[src/rtl/shift_register.sv]
// Parameterised shift register with a 2-bit mode select: clear, load, shift left, shift right.
// The register value is driven straight out, so out changes only on a clk edge or on reset.
module shift_register #(
  parameter int WIDTH = 8
) (
  input  logic             clk,
  input  logic             rst_n,
  input  logic [1:0]       mode,
  input  logic [WIDTH-1:0] data_in,
  output logic [WIDTH-1:0] out
);

  localparam logic [1:0] MODE_CLEAR = 2'b00;
  localparam logic [1:0] MODE_LOAD  = 2'b01;
  localparam logic [1:0] MODE_SHL   = 2'b10;
  localparam logic [1:0] MODE_SHR   = 2'b11;

  logic [WIDTH-1:0] shreg_d;
  logic [WIDTH-1:0] shreg_q;

  // Next-state decode; unknown mode codes fall back to clear so synthesis is fully specified.
  always_comb begin
    shreg_d = {WIDTH{1'b0}};
    case (mode)
      MODE_CLEAR: shreg_d = {WIDTH{1'b0}};
      MODE_LOAD:  shreg_d = data_in;
      MODE_SHL:   shreg_d = {shreg_q[WIDTH-2:0], 1'b0};
      MODE_SHR:   shreg_d = {1'b0, shreg_q[WIDTH-1:1]};
      default:    shreg_d = {WIDTH{1'b0}};
    endcase
  end

  // Register state with asynchronous clear.
  always_ff @(posedge clk or negedge rst_n) begin
    if (!rst_n) begin
      shreg_q <= {WIDTH{1'b0}};
    end else begin
      shreg_q <= shreg_d;
    end
  end

  assign out = shreg_q;

endmodule

[config.mk]
export PLATFORM = sky130hd
export DESIGN_NAME = shift_register
export DESIGN_NICKNAME = d
export VERILOG_FILES = /design/src/rtl/shift_register.sv
export SDC_FILE = /design/constraint.sdc
export NUM_CORES = 1
export LEC_CHECK = 0
export ABC_CLOCK_PERIOD_IN_PS = 1700
export CORE_AREA = 2 2 39 41
export CTS_CLUSTER_SIZE = 28
export DETAILED_ROUTE_END_ITERATION = 6
export DIE_AREA = 0 0 41 43
export GPL_TIMING_DRIVEN = 0
export PLACE_DENSITY = 0.65
export RECOVER_POWER = 25
export SLEW_MARGIN = 0
export SYNTH_ARGS = -nofsm -noshare
export SYNTH_HDL_FRONTEND = slang
export SYNTH_SLANG_ARGS = --single-unit
[constraint.sdc]
create_clock -name clk -period 1.7 [get_ports clk]
set_input_delay 0.34 -clock clk [delete_from_list [all_inputs] [get_ports clk]]
set_output_delay 0.34 -clock clk [all_outputs]
set_load 0.05 [all_outputs]
# Word level (Yosys, flattened, before mapping)
# Index checks and enable logic that the tools add are counted.
[totals] regBits=8 latch_bits=0 ramBits=0 mem_bits_ro=0 in_bits=12 word_cells=6 memories=0
[op_classes] n_addsub=0 n_mul=0 n_div=0 n_lt_le_gt_ge=0 n_eq_ne=3 shift=0 n_mux=1 bitwise=0 n_reduce_logical=1
[op_table] op="case mux 8 bit (4 select lines)" n=1
[op_table] op="equality test 2 bit (second input constant)" n=2
[op_table] op="equality test 2 x 1 -> 1 bit (second input constant)" n=1
[op_table] op="logical NOT 2 bit" n=1

# Longest topological paths before layout
[logic_depth] ltp_word=2 ltp_mapped=4 depth_no_buf=2

# Worst setup path after synthesis
# OpenSTA, ideal clock, no wires.
[synth_path] kind="register to register" from="register shreg_q[5] (netlist: out[5])" to="register shreg_q[4] (netlist: out[4])" setup_ns=0.078 arrival_ns=0.894 required_time_ns=1.622 setup_slack_ns=0.728 path_stages_with_launch=3 n_path_buf=0 period_less_slack_ns=0.972 path_cell_list="dfrtp_1 -> mux2i_1 -> a21oi_1"
[synth_via] elab_chain_cells=1
[synth_lines] item="from (decl)" line="19" source="logic [WIDTH-1:0] shreg_q;"
[synth_lines] item="from (signal assigned)" line="36" source="shreg_q <= {WIDTH{1'b0}};"
[synth_lines] item="from (signal assigned)" line="38" source="shreg_q <= shreg_d;"
[synth_lines] item="case mux 8 bit (4 select lines)" line="24" source="case (mode)"
[synth_lines] item="named net shreg_d[4]" line="18" source="logic [WIDTH-1:0] shreg_d;"
# The timed path passes the listed nets, and every way through them passes these cells.

# Final worst setup path
[layout_path] from="register shreg_q[4] (netlist: out[4])" to="output out[4]"
[layout_lines] item="to (decl)" line="10" source="output logic [WIDTH-1:0] out"
# No word-level cell between the ends.

==> results by group <==
STA
  – Relative slew slack: 0.676
  – Worst hold margin: 0.411 ns
  – # setup viols final: 0
  – Clk_skew: 0.00359 ns
  – Final Max Slew Viols: 0
  – Max Freq: 672 MHz
  – Final period util: 0.876
  – RSZ-0062 raised after global routing: no
  – Final min period: 1.49 ns
  – Fin Setup TNS: 0 ns
  – Worst-margin pin slew: 0.488 ns
  – Final hold vios: 0

Setup path
  – CP max stage delay: 0.54 ns
  – Max Fanout on Critical Path: 3
  – Worst R2R Start: out[5]
  – Endpoint type of the worst setup path: output port
  – Worst Path Buf+Inv: 1
  – Cell family with most CP delay: buffers and inverters
  – Crit-path cells: dlygate4sd2_1
  – CP Class: reg -> out
  – Req. time, crit path: 1.36 ns
  – Worst Setup SP: out[4]
  – CP arrival: 1.15 ns
  – Startpoint types: flop
  – Critical path's slowest cell: dlygate4sd2_1

Job
  – Max-cap viol count: 0

Route
  – Via Count: 326
  – Wirelength per Cell: 11.4 microns
  – # DRC: 0
  – 1st-iter DRT viols: 8
  – Total Wirelength: 811 microns
  – Detail Route Antenna Nets: 0
  – Drt pass-1 iters: 4
  – Via density: 4.59

CTS
  – Clk_lat worst skew: 0.25 ns
  – Postcts setup bufs: 0
  – CTS tree: done
  – Clock buffer depth: 2
  – Clk root buf: clkbuf_4
  – Cts bufs inserted: 3
  – Clk slew on worst S/H paths: 0.06 ns
  – Clock sinks: 8
  – CTS H-Tree Depth: 1
  – # hold bufs at CTS: 0

Final layout
  – ANT cells: 0
  – Non-Filler Instances: 71
  – Nets@finish: 69
  – Max FFs per register: 8
  – Layout cells sized above 1: 0.127
  – Most common cell after layout, fill and taps aside: clkdlybuf4s50_1
  – Most frequent cells in the layout: 9 x clkdlybuf4s50_1, 8 x mux2i_1, 8 x dfrtp_1, 8 x dlygate4sd2_1, 5 x a21oi_1
  – Area delta synth->final: 53.5%
  – Final core utilization: 0.441

Global route
  – Global-route wire length before repair: 1280 microns
  – Vias in the first global route: 315
  – Largest net degree at the start of global routing: 11
  – Total global routing track utilization: 0.111
  – Antenna violations before repair: 0
  – Congestion Overflow GR: 0

Synthesis
  – Synth Instances: 34
  – Post-synth cell types: 13
  – Synth Area per Inst: 11.7 sq um
  – Cell Area, Synth: 398 sq um
  – Yosys synthesis warning count: 0
  – Flop and latch count out of synthesis: 8
  – Register area share after synthesis: 0.503
  – Post-Syn Nets: 46

Power and ir drop
  – P_int: 0.000350 W
  – Combinational fraction of design power: 0.307
  – Net Sw Frac: 0.326
  – Total power: 0.000520 W
  – Sw Pwr: 0.000170 W
  – Power per cell area: 851 nW/um^2
  – Leakage: 0.298 nW
  – Clk pwr share: 0.272
  – Max IR drop VDD: 0.312 mV
  – Sequential share of power: 0.421

Place
  – Buffers on Ports: 18
  – Final GP Congestion: 0.658
  – Inst Count DP: 68

Worst hold path
  – HP Start: mode[1]
  – Worst min path class: in -> reg

Outcome
  – Status: complete, no violations

Floorplan
  – Effective utilization at floorplan: 0.288
  – Number of I/O pins: 20
  – Core Rows: 14
  – Full die area: 1760 sq um
  – Core area: 1380 sq um
  – Die H: 43 microns
  – Die Span X: 41 microns
==> synthesized netlist by cell type, drive strengths merged <==
cell type / number / area, sq um
nand2: 4 / 15.0
o21ai: 1 / 5.00
a21oi: 5 / 25.0
a21boi: 1 / 7.51
buf: 3 / 36.3
a31oi: 1 / 6.26
nand3b: 1 / 7.51
nand2b: 2 / 15.0
mux2i: 8 / 80.1
dfrtp: 8 / 200
==> repair_timing <==
item                                    in CTS  in global routing
endpoints found under the hold margin        0                  0
gates resized for setup                      8                  0
endpoints found under the setup margin       8                  0
==> cell families after synthesis <==
group	Yosys count	share of synthesized area
muxes	8	0.201
buffers and inverters	3	0.0912
AOI/OAI and AO/OA	8	0.110
and+or+nand+nor	7	0.0943
DFF	8	0.503
==> per-layer routing <==
layer	share of wire	vias up	GRT usage	routed length [microns]
met5	0	-	0	0
met4	0	0	0.0800	0
met3	0.11	0	0.0314	86
met2	0.45	14	0.153	367
met1	0.44	151	0.140	358
li1	-	161	-	-
==> final cells by class <==
cell class / instances / area (sq um)
plain buffers: 3 / 36.3
well taps: 16 / 20.0
repair buffers: 18 / 170
fillers: 152 / 773
multi-input cells: 23 / 161
flip-flops and latches: 8 / 200
clock buffers: 3 / 22.5
==> final timing paths <==
path | endpoint | slack [ns] | cells past startpoint
setup / recovery | out[4] | 0.21 | 1
hold / removal | out[0] | 0.41 | 3
setup reg to reg | out[4] | 0.96 | 2
hold reg to reg | out[1] | 0.54 | 2
max in group asynchronous | out[2] | 1.00 | 1
min in group asynchronous | out[5] | 0.44 | 1
==> metrics by stage <==
step                      setup slack [ns]  instance area (sq um)
final                                0.211                    611
after global routing                 0.156                    611
after CTS                            0.195                    611
after detailed placement             0.190                    598
after global placement               0.186                    598
after floorplan                      0.728                    398
==> power by group through the flow <==
stage | Clock, W | Sequential, W | Combinational [W]
global placement | 0 | 0.000223 | 0.000173
floorplan | 0 | 0.000283 | 0.0000427
global route | 0.000155 | 0.000222 | 0.000170
detailed placement | 0 | 0.000224 | 0.000174
CTS | 0.000147 | 0.000219 | 0.000162
finish | 0.000141 | 0.000219 | 0.000160
Note: power is estimated with default switching activity, not from simulation.
